==> config.mk <==
export PLATFORM = sky130hd
export DESIGN_NAME = id_ex_pipe_reg
export DESIGN_NICKNAME = d
export VERILOG_FILES = /design/src/rtl/id_ex_pipe_reg.sv
export SDC_FILE = /design/constraint.sdc
export NUM_CORES = 1
export LEC_CHECK = 0
export BUFFER_PORTS_ARGS = -buffer_cell sky130_fd_sc_hd__buf_2
export CORE_AREA = 2 2 144 146
export DETAILED_ROUTE_END_ITERATION = 10
export DIE_AREA = 0 0 146 148
export GPL_TIMING_DRIVEN = 0
export PLACE_DENSITY_LB_ADDON = 0.12
export SLEW_MARGIN = 20
export SYNTH_ARGS = -nofsm -noshare
export SYNTH_HDL_FRONTEND = slang
export SYNTH_SLANG_ARGS = --single-unit
==> constraint.sdc <==
create_clock -name clk -period 2.8 [get_ports clk]
set_input_delay 0.28 -clock clk [delete_from_list [all_inputs] [get_ports clk]]
set_output_delay 0.28 -clock clk [all_outputs]
set_load 0.005 [all_outputs]
==> src/rtl/id_ex_pipe_reg.sv <==
// ----------------------------------------------------------------------------
// id_ex_pipe_reg
//
// ID/EX pipeline register. On each rising edge it either captures the
// decoded, NOP-filtered ID-stage bundle, holds its current contents, or
// loads a bubble. A bubble has every field at zero and Valid_EX low. It also
// keeps two saturating performance counters, one for bubbles and one for
// stall cycles.
//
// Edge priority: Flush_EX, then Stall_EX, then a normal load. A normal load
// with Valid_ID low also produces a bubble.
//
// Ports:
//   clk, rst_n          rising-edge clock, asynchronous active-low reset
//   Stall_EX            hold the current EX contents
//   Flush_EX            load a bubble on the next edge (overrides Stall_EX)
//   Valid_ID            the ID bundle holds a real instruction
//   Count_Clear         synchronous clear of both counters
//   *_ID_NOP / *_NOP    ID-stage bundle fields (inputs)
//   *_EX                registered bundle fields presented to EX (outputs)
//   Valid_EX            EX holds a real instruction
//   Bubble_Count        bubbles loaded since the last clear or reset
//   Stall_Count         stall cycles since the last clear or reset
// ----------------------------------------------------------------------------
module id_ex_pipe_reg #(
    parameter int XLEN      = 32,
    parameter int CNT_WIDTH = 32
) (
    input  logic                 clk,
    input  logic                 rst_n,
    input  logic                 Stall_EX,
    input  logic                 Flush_EX,
    input  logic                 Valid_ID,
    input  logic                 Count_Clear,
    input  logic [XLEN-1:0]      Immediate_ID_NOP,
    input  logic [XLEN-1:0]      Operand1_NOP,
    input  logic [XLEN-1:0]      Operand2_NOP,
    input  logic [4:0]           Alu_Cntrl_ID_NOP,
    input  logic [XLEN-1:0]      Rout2_ID_NOP,
    input  logic [2:0]           Func3_ID_NOP,
    input  logic [6:0]           Immediate_Format_ID_NOP,
    input  logic [4:0]           rd_ID_NOP,
    input  logic                 Rs1_Valid_ID_NOP,
    input  logic                 Rs2_Valid_ID_NOP,
    input  logic                 Write_Enable_ID_NOP,
    input  logic [1:0]           WriteBack_Control_ID_NOP,
    output logic [XLEN-1:0]      Immediate_EX,
    output logic [XLEN-1:0]      Operand1_EX,
    output logic [XLEN-1:0]      Operand2_EX,
    output logic [4:0]           Alu_Cntrl_EX,
    output logic [XLEN-1:0]      Rout2_EX,
    output logic [2:0]           Func3_EX,
    output logic [6:0]           Immediate_Format_EX,
    output logic [4:0]           rd_EX,
    output logic                 Rs1_Valid_EX,
    output logic                 Rs2_Valid_EX,
    output logic                 Write_Enable_EX,
    output logic [1:0]           WriteBack_Control_EX,
    output logic                 Valid_EX,
    output logic [CNT_WIDTH-1:0] Bubble_Count,
    output logic [CNT_WIDTH-1:0] Stall_Count
);

    // Whole EX-side bundle kept in one packed register so that a bubble is a
    // single all-zero assignment and no field can be forgotten.
    typedef struct packed {
        logic [XLEN-1:0] immediate;
        logic [XLEN-1:0] operand1;
        logic [XLEN-1:0] operand2;
        logic [4:0]      alu_cntrl;
        logic [XLEN-1:0] rout2;
        logic [2:0]      func3;
        logic [6:0]      imm_format;
        logic [4:0]      rd;
        logic            rs1_valid;
        logic            rs2_valid;
        logic            write_enable;
        logic [1:0]      wb_control;
        logic            valid;
    } ex_bundle_t;

    localparam logic [CNT_WIDTH-1:0] CNT_MAX = '1;
    localparam logic [CNT_WIDTH-1:0] CNT_ONE = {{(CNT_WIDTH-1){1'b0}}, 1'b1};

    ex_bundle_t             ex_q;
    ex_bundle_t             id_bundle;
    logic                   bubble_load;
    logic                   stall_hold;
    logic [CNT_WIDTH-1:0]   bubble_cnt_q;
    logic [CNT_WIDTH-1:0]   stall_cnt_q;

    // A bubble goes in on a flush, or on an unstalled edge with no valid
    // instruction in ID. A flush wins over a stall, so stall_hold excludes it.
    assign bubble_load = Flush_EX | (~Stall_EX & ~Valid_ID);
    assign stall_hold  = Stall_EX & ~Flush_EX;

    // The valid bit is forced high on capture. Capture only happens when
    // Valid_ID is high, so a captured write enable always comes with Valid_EX.
    assign id_bundle = '{
        immediate:    Immediate_ID_NOP,
        operand1:     Operand1_NOP,
        operand2:     Operand2_NOP,
        alu_cntrl:    Alu_Cntrl_ID_NOP,
        rout2:        Rout2_ID_NOP,
        func3:        Func3_ID_NOP,
        imm_format:   Immediate_Format_ID_NOP,
        rd:           rd_ID_NOP,
        rs1_valid:    Rs1_Valid_ID_NOP,
        rs2_valid:    Rs2_Valid_ID_NOP,
        write_enable: Write_Enable_ID_NOP,
        wb_control:   WriteBack_Control_ID_NOP,
        valid:        1'b1
    };

    // Pipeline register: bubble, hold or capture, in that order of priority.
    always_ff @(posedge clk or negedge rst_n) begin
        if (!rst_n) begin
            ex_q <= '0;
        end else if (bubble_load) begin
            ex_q <= '0;
        end else if (!Stall_EX) begin
            ex_q <= id_bundle;
        end
    end

    // Performance counters. Clear beats a same-edge increment, and each
    // counter sticks at all-ones instead of wrapping.
    always_ff @(posedge clk or negedge rst_n) begin
        if (!rst_n) begin
            bubble_cnt_q <= '0;
            stall_cnt_q  <= '0;
        end else if (Count_Clear) begin
            bubble_cnt_q <= '0;
            stall_cnt_q  <= '0;
        end else begin
            if (bubble_load && (bubble_cnt_q != CNT_MAX)) begin
                bubble_cnt_q <= bubble_cnt_q + CNT_ONE;
            end
            if (stall_hold && (stall_cnt_q != CNT_MAX)) begin
                stall_cnt_q <= stall_cnt_q + CNT_ONE;
            end
        end
    end

    assign Immediate_EX         = ex_q.immediate;
    assign Operand1_EX          = ex_q.operand1;
    assign Operand2_EX          = ex_q.operand2;
    assign Alu_Cntrl_EX         = ex_q.alu_cntrl;
    assign Rout2_EX             = ex_q.rout2;
    assign Func3_EX             = ex_q.func3;
    assign Immediate_Format_EX  = ex_q.imm_format;
    assign rd_EX                = ex_q.rd;
    assign Rs1_Valid_EX         = ex_q.rs1_valid;
    assign Rs2_Valid_EX         = ex_q.rs2_valid;
    assign Write_Enable_EX      = ex_q.write_enable;
    assign WriteBack_Control_EX = ex_q.wb_control;
    assign Valid_EX             = ex_q.valid;
    assign Bubble_Count         = bubble_cnt_q;
    assign Stall_Count          = stall_cnt_q;

endmodule

**Word-level counts from Yosys, hierarchy flattened**

Index checks and enable logic that the tools add are counted.

- Add/subtract/negate cells: 2
- Equality and inequality tests: 3
- Muxes and demuxes: 6
- Bitwise operators: 6
- Reductions and logical operators: 4

Operators by type and width:

| kind | number |
|---|---|
| $mux W154 | 2 |
| $mux W32 | 4 |
| $add A32 B1 Y32 const B | 2 |
| $ne A32 B32 Y1 const B | 2 |
| $reduce_bool A2 Y1 | 2 |
| $not A1 Y1 | 3 |
| $and A1 B1 Y1 | 2 |
| $logic_and A1 B1 Y1 | 2 |
| $ne A2 B1 Y1 const B | 1 |
| $or A1 B1 Y1 | 1 |

- Bits in registers: 218
- Output and inout port bits: 218
- Word-level logic and storage cells: 36

**Depth between registers and ports, before layout**

- Depth in word-level cells: 6
- Mapped depth: 8

**Worst setup path before layout**

No wires, ideal clock.

- Path kind: flip-flop to flip-flop
- From: register bubble_cnt_q[0] (netlist: Bubble_Count[0])
- To: register bubble_cnt_q[6] (netlist: Bubble_Count[6])
- Setup time: 0.125 ns
- Arrival: 2.058 ns
- Path slack: 0.617 ns
- Stages on the path, launching flop included: 8
- Path buffers: 1
- Path through: dfrtp_1 -> ha_1 -> nand4_1 -> or4_4 -> nor4_4 -> buf_6 -> nor4b_1 -> mux2_4

- Cells in the longest elaborated chain, start to end: 3

RTL lines:

| element | RTL line | RTL |
|---|---|---|
| from (decl) | 89 | `logic [CNT_WIDTH-1:0] bubble_cnt_q;` |
| from (signal assigned) | 137 | `bubble_cnt_q <= bubble_cnt_q + CNT_ONE;` |
| $add A32 B1 Y32 or $ne A32 B32 Y1 (tied branches) | 137, 136 |  |
| $mux W32 or $logic_and A1 B1 Y1 (tied branches) | 136 | `if (bubble_load && (bubble_cnt_q != CNT_MAX)) begin` |
| $mux W32 or $reduce_bool A2 Y1 (tied branches) | -- |  |

Parallel ways exist; a longest one is shown, timed or not. The select of a mux whose other input is x is not followed.
A chain may end at the register's enable or synchronous reset.

**Worst setup path after layout**

- From: input port Flush_EX
- To: register ex_q (netlist bit Operand1_EX[28])

- Cells in the longest elaborated chain, start to end: 2

RTL lines:

| element | RTL line | RTL |
|---|---|---|
| from (decl) | 32 | `input logic Flush_EX,` |
| $or A1 B1 Y1 * | 94 | `assign bubble_load = Flush_EX \| (~Stall_EX & ~Valid_ID);` |
| $ne A2 B1 Y1 (no source line) or $mux W154 (tied branches) | -- |  |
| to (signal assigned) | 122 | `ex_q <= id_bundle;` |
| to (decl) | 85 | `ex_bundle_t ex_q;` |

Mark *: on every way between the ends. The rest lies on a longest branch, timed or not.

==> results.cfg <==
[layout]
syn_to_final_growth_pct = 50.6
final_layout_size_suffix_gt1_share_pct = 33.4
num-fill-cells = 1583
layout.nets = 1446

[cts]
clk_latency_ns = 0.50
cts_tree = built
cts_buffer_depth = 3
holdBufCountCts = 147
cts.clk_slew.worst_paths_ns = 0.07
cts_root_buffer = clkbuf_16
cts_buffers = 23
ctsResizeCount = 0
htreeDepth = 1
postCtsSetupBuffers = 0
clkSinkCount = 218

[sta]
min_period_over_period_pct = 92.1
final.setup_skew_ns = 0.00674
setup_slack_ns = 0.220
min_period_ns = 2.58
worst_slew_pin_slew_ns = 1.01
timing_hold_violations_final = 0
report.final.setup_viol = 0
slew_headroom_pct = 32.2
rsz0062_at_grt = false
finalMaxSlewViolations = 0
fmax_mhz = 388

[detailed_routing]
dr.pass1.iters = 4
via_count = 8505
wl_per_cell_um = 19.5
ant_nets = 0
routed.top_layer = met4
vias_per_cell = 5.41
drc = 0
m1WireLength_um = 12100
dr_wl_met3_um = 2110
drtIter0Drc = 425
routed_wl_um = 30600
dr_wl_met2_um = 15300

[global_routing]
antenna_found_initial = 1
grt_use_total_pct = 27.5
grt_pass1_vias = 8703
gr-total-overflow = 0
grt_start_max_net_pins = 98
grt_first_pass_wirelength_um = 47700

[pwr]
p_leak_nw = 6.83
p_clk_share_pct = 44.5
p_sw_share_pct = 22.9
vdd_drop_max_mv = 0.404
pwr-share-seq_pct = 45.9
p_int_w = 0.00553
power_density_nw_per_um2 = 531
comb_power_share_pct = 9.6
power_switching_w = 0.00164
p_total_w = 0.00718

[flow_run]
drv_cap = 0

[die]
start_util_pct = 44.8
dieArea_um2 = 21600
fp-row-count = 52
dieWidth_um = 146
die_h_um = 148
pin_count = 377
core_area_um2 = 20000

[synth]
synth-seq-area-share_pct = 60.7
async_flop_share_pct = 100
synthSimpleGateAreaFrac_pct = 12.1
synth_top_area_share_pct = 60.7
synth.area.mux_share_pct = 0.627
synth_area_um2 = 8980
synth_flop_cell = dfrtp_1
synth-compound-area-share_pct = 22.3
synth_top_family_by_area = compound AO/OA/AOI/OAI gates
ys_types = 45
synthCells = 735
yosysTopAreaCell = dfrtp_1
synth_area_leaders = dfrtp_1 (61%), a22o_1 (15%), a21oi_1 (2.6%)
syn_avg_cell_area_um2 = 12.2
synth-edff-count = 0
synth_xor_area_share_pct = 1.27
ys_seq_elements = 218
syn_nets = 896
synth_adder_area_share_pct = 0.279
yosysWarnings = 0

[worst_setup_path]
path_max_fanout = 10
critPathKind = input pin to register
arrival_ns = 3.01
cp.required_ns = 3.23
setup.worst_path.start_class = input pin
endpoint_kind = register

[hold_path]
hold_path_class = input pin to register

[run_status]
status = finished, final reports clean

[placement]
portBuffers = 376
place.gp.congestion = 0.814
place_ws_ns = 0.162
place_hpwl_um = 20500
## cell families (layout without fill, tap and decap cells)
group / Yosys count / after routing
buf+inv: 56 / 621
other cells: 0 / 1
flops: 218 / 218
fa+ha+maj: 2 / 2
simple gates: 180 / 180
mux: 4 / 4
compound gates: 262 / 262
xor+xnor: 13 / 13
## critical path, stage by stage
cell and delay (ns):
dlygate4sd3_1 0.54, buf_2 0.16, nor2b_1 0.21, clkbuf_1 0.57, clkbuf_1 0.53, buf_1 0.46
a22o_1 0.25
## area by class of cell
class,instances,area (µm²),share of cell area (%)
Clock inverter,8,115,0.851
Buffer,52,220,1.63
Clock buffer,32,669,4.95
Antenna cell,1,2.50,0.0185
Multi-Input combinational cell,461,3290,24.3
Inverter,4,15.0,0.111
Timing Repair Buffer,525,3420,25.3
Sequential cell,218,5460,40.3
Tap cell,270,338,2.50
## path summary, 6_finish.rpt
| check | from | to | slack, ns | depth (start not counted) |
|---|---|---|---|---|
| worst max-delay path | Flush_EX | Operand1_EX[28] | 0.22 | 7 |
| worst min-delay path | rd_ID_NOP[1] | rd_EX[1] | 0.007 | 2 |
| worst max register to register | Bubble_Count[0] | Bubble_Count[9] | 0.26 | 7 |
| worst min register to register | Immediate_Format_EX[2] | Immediate_Format_EX[2] | 0.50 | 1 |
| max in group asynchronous | rst_n | Operand2_EX[29] | 1.69 | 3 |
| min in group asynchronous | rst_n | Bubble_Count[24] | 0.28 | 2 |
## flip-flops by register name, indices dropped and copies added (netlist names), 2 cells and up
name / count
Func3_EX: 3
Bubble_Count: 32
Rout2_EX: 32
Operand2_EX: 32
rd_EX: 5
Immediate_EX: 32
Alu_Cntrl_EX: 5
Operand1_EX: 32
Immediate_Format_EX: 7
Stall_Count: 32
WriteBack_Control_EX: 2
## cells in the final DEF, fill, tap and decap left out, types with 9 or more instances in the layout
cell / Yosys / layout
a21oi_1: 46 / 46
a22o_1: 153 / 153
and4_1: 9 / 9
buf_2: 2 / 377
clkbuf_1: 42 / 45
clkbuf_16: 0 / 23
dfrtp_1: 218 / 218
dlygate4sd3_1: 0 / 147
nand2_1: 24 / 24
nand3_1: 19 / 19
nand4_1: 21 / 21
nor2_1: 23 / 23
o21ai_0: 22 / 22
o31ai_1: 21 / 21
or3_1: 26 / 26
or4_1: 19 / 19
xor2_1: 10 / 10
## cells in the mapped netlist (2+ instances only)
cell	n
a22o_1	153
inv_1	4
clkbuf_1	42
buf_6	3
and3_1	4
xor2_1	10
dfrtp_1	218
nor4_2	2
nand2b_1	3
o21ba_2	2
nor4_1	3
a21oi_1	46
o31ai_1	21
nor3_1	4
or3_1	26
o21ai_0	22
o211ai_1	6
and2_1	6
and4_1	9
o2111ai_1	2
nand2_1	24
nor4b_1	2
mux2_4	3
or4_1	19
ha_1	2
nor2_1	23
o21ai_1	5
nand3_1	19
nor2b_1	6
nand4_1	21
nor4_4	2
buf_2	2
nand3b_1	3
buf_1	5
xnor2_1	3
## stage by stage
| stage | cell area, µm² | utilization, % | TNS [ns] | instances | hold slack, ns |
|---|---|---|---|---|---|
| final | 13500 | 67.5 | 0 | 1571 | 0.00714 |
| after detailed placement | 11300 | 56.2 | 0 | 1383 | 0.217 |
| after CTS | 13500 | 67.5 | 0 | 1570 | 0.000124 |
| after global placement | 11200 | 55.9 | -518.34 | 1381 | 0.484 |
| after floorplan | 8980 | - | 0 | 735 | -0.0156 |
| after global routing | 13500 | 67.5 | 0 | 1571 | 0.00175 |
## power groups by stage
stage / Combinational, W / Sequential, W / Clock, W
final: 0.000687 / 0.00330 / 0.00319
after detailed placement: 0.000515 / 0.00334 / 0
after floorplan: 0.000156 / 0.00335 / 0
after CTS: 0.000680 / 0.00329 / 0.00324
after global placement: 0.000495 / 0.00335 / 0
after global routing: 0.000746 / 0.00330 / 0.00337
## per-layer routing
layer	vias up	global-route usage, %
li1	3935	-
met1	4195	34.3
met2	310	47.4
met3	65	6.20
met4	0	10.1
met5	-	0
(Power assumes the default switching activity.)
